### config.mk
export PLATFORM = sky130hd
export DESIGN_NAME = mem_arbiter_flat
export DESIGN_NICKNAME = d
export VERILOG_FILES = /design/src/rtl/mem_arbiter_if.sv /design/src/rtl/mem_arbiter.sv /design/src/flat_wrapper.sv
export SDC_FILE = /design/constraint.sdc
export NUM_CORES = 1
export LEC_CHECK = 0
export CORE_ASPECT_RATIO = 0.75
export CORE_MARGIN = 3
export CORE_UTILIZATION = 62
export CTS_CLUSTER_DIAMETER = 100
export DETAILED_ROUTE_END_ITERATION = 8
export DONT_BUFFER_PORTS = 1
export GPL_TIMING_DRIVEN = 0
export PLACE_DENSITY = 0.78
export SLEW_MARGIN = 20
export SYNTH_ARGS = -nofsm -noshare
export SYNTH_HDL_FRONTEND = slang
export SYNTH_SLANG_ARGS = --single-unit
export TNS_END_PERCENT = 100
### constraint.sdc
create_clock -name clk -period 2.4 [get_ports clk]
set_input_delay 0.24 -clock clk [delete_from_list [all_inputs] [get_ports clk]]
set_output_delay 0.24 -clock clk [all_outputs]
set_load 0.1 [all_outputs]
### src/rtl/mem_arbiter_if.sv
// Purpose: requester-side bus of the two-port memory arbiter (processor port 0, loader port 1).
// Latency: gnt one cycle after req is sampled in IDLE; rvalid/rdata one cycle after gnt for reads.
// Backpressure: requesters hold req/we/addr/wdata until their gnt pulse, then drop req.
interface mem_arbiter_if;
    // Requester -> arbiter
    logic       req0;
    logic       req1;
    logic       we0;
    logic       we1;
    logic [8:0] addr0;
    logic [8:0] addr1;
    logic [8:0] wdata0;
    logic [8:0] wdata1;
    // Arbiter -> requesters
    logic       gnt0;
    logic       gnt1;
    logic       rvalid0;
    logic       rvalid1;
    logic [8:0] rdata;
    logic       err;

    // Requester side drives requests and observes grants/responses
    modport master (
        output req0, req1, we0, we1, addr0, addr1, wdata0, wdata1,
        input  gnt0, gnt1, rvalid0, rvalid1, rdata, err
    );

    // Arbiter side
    modport slave (
        input  req0, req1, we0, we1, addr0, addr1, wdata0, wdata1,
        output gnt0, gnt1, rvalid0, rvalid1, rdata, err
    );
endinterface

### src/rtl/mem_arbiter.sv
// Purpose: round-robin arbiter sharing one sync RAM (addr[8:7]=00) and an LED register (01) between two ports.
// Latency: gnt at n+1, write lands at end of n+1, rvalid/rdata at n+2 (req sampled in IDLE at n).
// Backpressure: a losing or late request simply stays pending until the next IDLE cycle; no queueing.
module mem_arbiter (
    input  logic         clk,
    input  logic         resetn,
    mem_arbiter_if.slave bus,
    output logic [6:0]   ram_addr,
    output logic [8:0]   ram_data,
    output logic         ram_wren,
    input  logic [8:0]   ram_q,
    output logic [8:0]   leds,
    output logic         busy
);

    typedef enum logic [1:0] {
        IDLE   = 2'd0,
        ACCESS = 2'd1,
        RDWAIT = 2'd2
    } state_t;

    state_t     state;
    state_t     state_nxt;

    // Transaction fields captured on the edge that leaves IDLE
    logic       owner;
    logic       last_owner;
    logic       lat_we;
    logic [8:0] lat_addr;
    logic [8:0] lat_wdata;

    // Arbitration result for the current IDLE cycle
    logic       any_req;
    logic       winner;

    // Target decode from the latched address
    logic       tgt_ram;
    logic       tgt_led;
    logic       tgt_unmapped;

    // Internal copies of the requester-side outputs
    logic       gnt0_c;
    logic       gnt1_c;
    logic       rvalid0_c;
    logic       rvalid1_c;
    logic [8:0] rdata_c;
    logic       err_c;
    logic       ram_wren_c;

    // Pick the winner: a tie goes to the port that did not win last time
    always_comb begin
        any_req = bus.req0 | bus.req1;
        winner  = 1'b0;
        if (bus.req0 && bus.req1) begin
            winner = ~last_owner;
        end else if (bus.req1) begin
            winner = 1'b1;
        end
    end

    // Decode the target of the latched transaction
    always_comb begin
        tgt_ram      = (lat_addr[8:7] == 2'b00);
        tgt_led      = (lat_addr[8:7] == 2'b01);
        tgt_unmapped = lat_addr[8];
    end

    // Next-state logic; requests are only looked at in IDLE
    always_comb begin
        state_nxt = state;
        case (state)
            IDLE: begin
                if (any_req) begin
                    state_nxt = ACCESS;
                end
            end
            ACCESS: begin
                state_nxt = lat_we ? IDLE : RDWAIT;
            end
            RDWAIT: begin
                state_nxt = IDLE;
            end
            default: begin
                state_nxt = IDLE;
            end
        endcase
    end

    // State register
    always_ff @(posedge clk) begin
        if (!resetn) begin
            state <= IDLE;
        end else begin
            state <= state_nxt;
        end
    end

    // Capture the winner's request and update round-robin history on grant
    always_ff @(posedge clk) begin
        if (!resetn) begin
            owner      <= 1'b0;
            last_owner <= 1'b1;
            lat_we     <= 1'b0;
            lat_addr   <= 9'h000;
            lat_wdata  <= 9'h000;
        end else if (state == IDLE && any_req) begin
            owner      <= winner;
            last_owner <= winner;
            lat_we     <= winner ? bus.we1    : bus.we0;
            lat_addr   <= winner ? bus.addr1  : bus.addr0;
            lat_wdata  <= winner ? bus.wdata1 : bus.wdata0;
        end
    end

    // LED register loads on the edge that ends a write ACCESS to it
    always_ff @(posedge clk) begin
        if (!resetn) begin
            leds <= 9'h000;
        end else if (state == ACCESS && lat_we && tgt_led) begin
            leds <= lat_wdata;
        end
    end

    // Output decode from state and latched fields only. Pulses are qualified
    // by resetn so that a reset landing mid-transaction never issues a grant,
    // a response or a RAM write on that edge.
    always_comb begin
        gnt0_c     = 1'b0;
        gnt1_c     = 1'b0;
        rvalid0_c  = 1'b0;
        rvalid1_c  = 1'b0;
        rdata_c    = 9'h000;
        err_c      = 1'b0;
        ram_wren_c = 1'b0;
        case (state)
            ACCESS: begin
                gnt0_c     = resetn & ~owner;
                gnt1_c     = resetn &  owner;
                ram_wren_c = resetn & lat_we & tgt_ram;
                err_c      = resetn & lat_we & tgt_unmapped;
            end
            RDWAIT: begin
                rvalid0_c = resetn & ~owner;
                rvalid1_c = resetn &  owner;
                err_c     = resetn & tgt_unmapped;
                if (resetn) begin
                    if (tgt_ram) begin
                        rdata_c = ram_q;
                    end else if (tgt_led) begin
                        rdata_c = leds;
                    end else begin
                        rdata_c = 9'h000;
                    end
                end
            end
            default: begin
                rdata_c = 9'h000;
            end
        endcase
    end

    assign bus.gnt0    = gnt0_c;
    assign bus.gnt1    = gnt1_c;
    assign bus.rvalid0 = rvalid0_c;
    assign bus.rvalid1 = rvalid1_c;
    assign bus.rdata   = rdata_c;
    assign bus.err     = err_c;

    // RAM port follows the latched fields; only the write enable is qualified
    assign ram_addr = lat_addr[6:0];
    assign ram_data = lat_wdata;
    assign ram_wren = ram_wren_c;
    assign busy     = (state != IDLE);

endmodule

### src/flat_wrapper.sv
// flat-port wrapper written by rule: the top's interface ports become plain ports
module mem_arbiter_flat 
  (clk, resetn, ram_addr, ram_data, ram_wren, ram_q, leds, busy, bus_req0, bus_req1, bus_we0, bus_we1, bus_addr0, bus_addr1, bus_wdata0, bus_wdata1, bus_gnt0, bus_gnt1, bus_rvalid0, bus_rvalid1, bus_rdata, bus_err);
  mem_arbiter_if bus_i ();
  input  logic clk;
  input  logic resetn;
  output logic [6:0] ram_addr;
  output logic [8:0] ram_data;
  output logic ram_wren;
  input  logic [8:0] ram_q;
  output logic [8:0] leds;
  output logic busy;
  input wire logic [$bits(bus_i.req0)-1:0] bus_req0;
  input wire logic [$bits(bus_i.req1)-1:0] bus_req1;
  input wire logic [$bits(bus_i.we0)-1:0] bus_we0;
  input wire logic [$bits(bus_i.we1)-1:0] bus_we1;
  input wire logic [$bits(bus_i.addr0)-1:0] bus_addr0;
  input wire logic [$bits(bus_i.addr1)-1:0] bus_addr1;
  input wire logic [$bits(bus_i.wdata0)-1:0] bus_wdata0;
  input wire logic [$bits(bus_i.wdata1)-1:0] bus_wdata1;
  output wire logic [$bits(bus_i.gnt0)-1:0] bus_gnt0;
  output wire logic [$bits(bus_i.gnt1)-1:0] bus_gnt1;
  output wire logic [$bits(bus_i.rvalid0)-1:0] bus_rvalid0;
  output wire logic [$bits(bus_i.rvalid1)-1:0] bus_rvalid1;
  output wire logic [$bits(bus_i.rdata)-1:0] bus_rdata;
  output wire logic [$bits(bus_i.err)-1:0] bus_err;
  assign bus_i.req0 = bus_req0;
  assign bus_i.req1 = bus_req1;
  assign bus_i.we0 = bus_we0;
  assign bus_i.we1 = bus_we1;
  assign bus_i.addr0 = bus_addr0;
  assign bus_i.addr1 = bus_addr1;
  assign bus_i.wdata0 = bus_wdata0;
  assign bus_i.wdata1 = bus_wdata1;
  assign bus_gnt0 = bus_i.gnt0;
  assign bus_gnt1 = bus_i.gnt1;
  assign bus_rvalid0 = bus_i.rvalid0;
  assign bus_rvalid1 = bus_i.rvalid1;
  assign bus_rdata = bus_i.rdata;
  assign bus_err = bus_i.err;
  mem_arbiter u_core (.clk(clk), .resetn(resetn), .bus(bus_i), .ram_addr(ram_addr), .ram_data(ram_data), .ram_wren(ram_wren), .ram_q(ram_q), .leds(leds), .busy(busy));
endmodule
=== Word-level counts from Yosys, hierarchy flattened ===
Cells that the tools add are included.
Widths: inputs -> output; s select.

* Register bits: 32
* Input bits: 51
* Output and inout port bits: 41
* Word-level logic and storage cells: 45

* Equal/unequal tests: 4
* Multiplexer cells: 18
* Bitwise gates (word level): 9
* Reduce and logical (&&, ||, !) cells: 7

{| class="wikitable"
|+ Operators with widths
! operator !! number
|-
| $mux 9 || 6
|-
| $mux 1 || 8
|-
| $and 1x1->1 || 6
|-
| $eq 2x1->1 const B || 2
|-
| $logic_and 1x1->1 || 4
|-
| $logic_not 2->1 || 2
|-
| $mux 2 || 2
|-
| $pmux 2 s2 || 1
|-
| $eq 2x2->1 const B || 1
|-
| $ne 2x1->1 const B || 1
|-
| $not 1->1 || 2
|-
| $pmux 1 s2 || 1
|-
| $reduce_bool 2->1 || 1
|-
| $or 1x1->1 || 1
|}

=== Logic depth before layout (Yosys ltp) ===
* Word-level depth: 5
* Mapped depth: 7
* Gate-level depth less buffers: 5

=== Worst setup path before layout ===
Ideal clock, no wire load.

* Kind: reg-to-output
* From: register u_core.state[1]
* To: output ram_wren
* Data arrival time: 3.731 ns
* Data required time: 2.160 ns
* Setup slack: -1.571 ns
* Stages on the path, launching flop included: 5
* Path buffers: 0
* Path through: dfxtp_1 -> inv_1 -> ha_1 -> nand2_1 -> nor4b_1

* Longest elaborated chain between the ends: 2

{| class="wikitable"
|+ Ends and longest elaborated chain
! what !! line !! source
|-
| start, declared || mem_arbiter.sv:22 || <nowiki>state_t state;</nowiki>
|-
| start signal, assigned || mem_arbiter.sv:94 || <nowiki>state <= state_nxt;</nowiki>
|-
| $eq 2x1->1 || mem_arbiter.sv:135 || <nowiki>case (state)</nowiki>
|-
| $mux 1 || mem_arbiter.sv:135 ||
|-
| end, declared || flat_wrapper.sv:9 || <nowiki>output logic ram_wren;</nowiki>
|}

No other way between the ends.

=== Final worst setup path ===
* From: register u_core.leds[5]
* To: output bus_rdata[5]

* Longest elaborated chain between the ends: 4

{| class="wikitable"
|+ Ends and longest elaborated chain
! what !! line !! source
|-
| start, declared || mem_arbiter.sv:12 || <nowiki>output logic [8:0] leds,</nowiki>
|-
| start signal, assigned || mem_arbiter.sv:120 || <nowiki>leds <= lat_wdata;</nowiki>
|-
| $mux 9 || mem_arbiter.sv:149 || <nowiki>end else if (tgt_led) begin</nowiki>
|-
| $mux 9 || mem_arbiter.sv:147 || <nowiki>if (tgt_ram) begin</nowiki>
|-
| $mux 9 || mem_arbiter.sv:146 || <nowiki>if (resetn) begin</nowiki>
|-
| $mux 9 || mem_arbiter.sv:135 ||
|-
| end, declared || flat_wrapper.sv:25 || <nowiki>output wire logic [$bits(bus_i.rdata)-1:0] bus_rdata;</nowiki>
|}

No other way between the ends.

==> results list <==
* Clock root buffer master: clkbuf_8
- Along the worst path, the maximum fanout reaches 3.
* Die extent in y: 52.4 µm
* Maximum buffer depth of the clock tree: 2
* Number of antenna diodes: 0
* Port buffer count: 0
- Leakage: about 0.00074 µW
- Maximum resistive drop on vdd: roughly 550 µV
- The initial antenna violation count came to 0.
* Highest-count cells in the layout ignoring fill and taps: 31 x dfxtp_1, 29 x nand2_1, 28 x a21oi_2
- Core ar.: 2680 µm²
- Synthesis produced between 200 and 250 cells.
* Outcome: finished, final reports clean
- Met1 track demand over resource in global routing: 0.309
- Gates resized during post-CTS repair numbered 9.
- CTS Buf Count: 5
- The die covers around 3600 µm².
* Gpl congestion: around 0.75
- For this block, the routed nets add up to about 4.2 mm of wire.
- The mapped netlist covers between 1500 and 2000 µm².
- The critical path is of the register to primary output type.
* Sequential cell area fraction in the yosys report: 0.359
- Total via count in the routed design: roughly 1500
- # rows: 16
- Critical Path AT: ~2100 ps
- From synthesis to final layout, the design area changed by 13.4%.
* Average cell area after synthesis: 8.61 µm²
- The number of hold violations in the final report came to 0.
- The critical path goes through mux2i_1, nor2_4.
- Overflow left after global routing: 0
* Count of flip-flops with a built-in enable after synthesis: 0
- Entering global routing, the biggest net connects 11 pins.
* Global route hottest layer: met2
- Number of global-route vias before repair: around 1400
- Detailed Routing Iterations Pass 1: 4
- Unrepaired setup endpoints after global routing: no
* TNS Setup: 0 ps
- Using the TritonRoute via totals, the vias-per-cell ratio works out to between 5 and 6.
- For the worst-skew pair, the clock arrives at the later sink with an insertion delay of ~290 ps.
* Count of unresolved DRC violations after routing: 0
* Relative slew margins: 0.292
- The largest individual stage delay along the critical path comes from the cell dfxtp_1.
* Count of state elements after synthesis: 32
- Layout net count: between 200 and 300
- TritonCTS built the clock tree.
* Drt first-iter violations: 54
- Pre-CTS setup slack: 91.0 ps
* Number of hold-repair buffers added at the cts stage: 0
- In this run the register-to-register setup slack is 880 ps.
* Synth warnings: 0
* Startpoint class of the critical path: register
- Required arrival time at the worst endpoint: 2160 ps
- Starting density of the core: 0.665
- Summed over all nets, the half-perimeter wirelength after detailed placement is between 3 and 4 mm.
* Unique cell type count in the Yosys netlist: 32
- Max-cap violations in this run came to 0.
* Tightest Hold Check Type: input port to register
- Met3 track utilization from global routing: 0.0837
* Fraction of final layout cells with drive strength greater than 1: 0.380
- WL per Instance: 16.7 µm
- Among all flip-flop cells after synthesis, the most frequent one is dfxtp_1.
- In this run the horizontal extent of the chip is 67.9 µm.
- In this run the power density over the cells is roughly 850 nW/µm².
- In the finished design, the share of the clock period the worst path needs comes to 0.978.
- # Post-CTS Setup Buffers: 0
- Count of pins over their slew limit: 0
* Pin slew with the least headroom to its limit: 1060 ps
* Maximum single-stage delay on the critical path: 980 ps
- Clock skew on the completed layout was measured at roughly 7.6 ps.
* I/O pin cnt: 92
- Setup slack on the critical path of the routed design comes to approximately 52 ps.
- The worst path needs around 2300 ps of the cycle, external delays included.
- Share of synthesized registers carrying an async set or reset: 0
- Across every metal layer, demand over resource in global routing totals 0.242.
- The worst setup path is captured at a primary output.
* Number of endpoints failing setup at the final stage: 0
- # H-tree levels: 2
- Remaining antenna violation count after routing: 0
- Net count after synthesis: approximately 260
- In the global route stage, met2 resource usage came out at 0.389.
* Global-route wire length before repair: between 6 and 7 mm
- Derived from the worst setup path, the maximum achievable clock frequency is 426 MHz.
- For this design, the sink count on the clock tree is 32.
- Commonest non-fill, non-tap cell in the layout: dfxtp_1
* Register clock-pin slew on the reported worst setup and hold paths: 70 ps
==> synth_stat cells (all sizes together), types with 3 or more instances <==
library cell / n / area, µm²
a21oi: 39 / 300
nand2: 39 / 171
dfxtp: 32 / 641
o21ai: 21 / 105
buf: 19 / 145
nor2: 12 / 45.0
a21boi: 11 / 86.3
mux2i: 9 / 90.1
inv: 4 / 15.0
and3: 3 / 20.0
clkbuf: 3 / 11.3
ha: 3 / 37.5
==> worst paths after layout <==
path / from / depth (start not counted) / endpoint
setup / recovery: u_core.leds[5]$_SDFFE_PN0P_ / 2 / bus_rdata[5]
hold / removal: bus_addr0[7] / 2 / u_core.lat_addr[7]$_SDFFE_PN0P_
setup reg to reg: u_core.state[0]$_SDFFE_PN0P_ / 7 / u_core.lat_addr[6]$_SDFFE_PN0P_
hold reg to reg: u_core.state[1]$_SDFFE_PN0P_ / 2 / u_core.state[1]$_SDFFE_PN0P_
==> kinds of logic (layout without fill, tap and decap cells) <==
group / count (synthesis) / in the layout / synth area share
flops: 32 / 32 / 0.359
mux: 9 / 9 / 0.0505
simple gates: 60 / 60 / 0.159
buf+inv: 26 / 35 / 0.0961
compound gates: 77 / 77 / 0.314
fa+ha+maj: 3 / 3 / 0.0211
==> registers in the layout, summed over array words and instances, names as in the netlist <==
name,cells
u_core.last_owner,1
u_core.lat_we,1
u_core.ram_data,9
u_core.leds,9
u_core.lat_addr,9
u_core.state,2
u_core.owner,1
==> metal layers <==
layer	wire (µm)	share of wire	vias up
met1	1910	0.45	674
met5	0	0	-
li1	-	-	723
met2	1870	0.45	73
met3	387	0.092	4
met4	39	0.0093	0
==> stage by stage <==
stage,instances,instance area (µm²),total power [µW],utilization,hold slack (ps)
floorplan,207,1810,1220,-,367
global route,252,2020,1770,0.754,68.7
CTS,252,2020,1710,0.753,68.9
detailed placement,244,1890,1290,0.703,371
global placement,243,1860,1270,0.692,368
finish,252,2020,1720,0.754,64.9
==> layout make-up <==
cell class | instances | area, µm²
Multi-Input combinational cell | 149 | 1060
Fill cell | 204 | 661
Sequential cell | 32 | 642
Buffer | 22 | 156
Clock buffer | 8 | 90.1
Tap cell | 36 | 45.0
Timing Repair Buffer | 1 | 15.0
Inverter | 4 | 15.0
==> worst max-delay path, delay by kind of cell (launching register included) <==
kind / cells / cell delay, ps
mux: 1 / 270
flops: 1 / 980
simple gates: 1 / 560
==> report_power, final <==
part           total [µW]  leakage [µW]  switching, µW  internal [µW]
logic                 501      0.000434            358            143
clock network         429     0.0000455            195            234
registers             786      0.000264            203            582
Power figures use the tool's default switching activity.
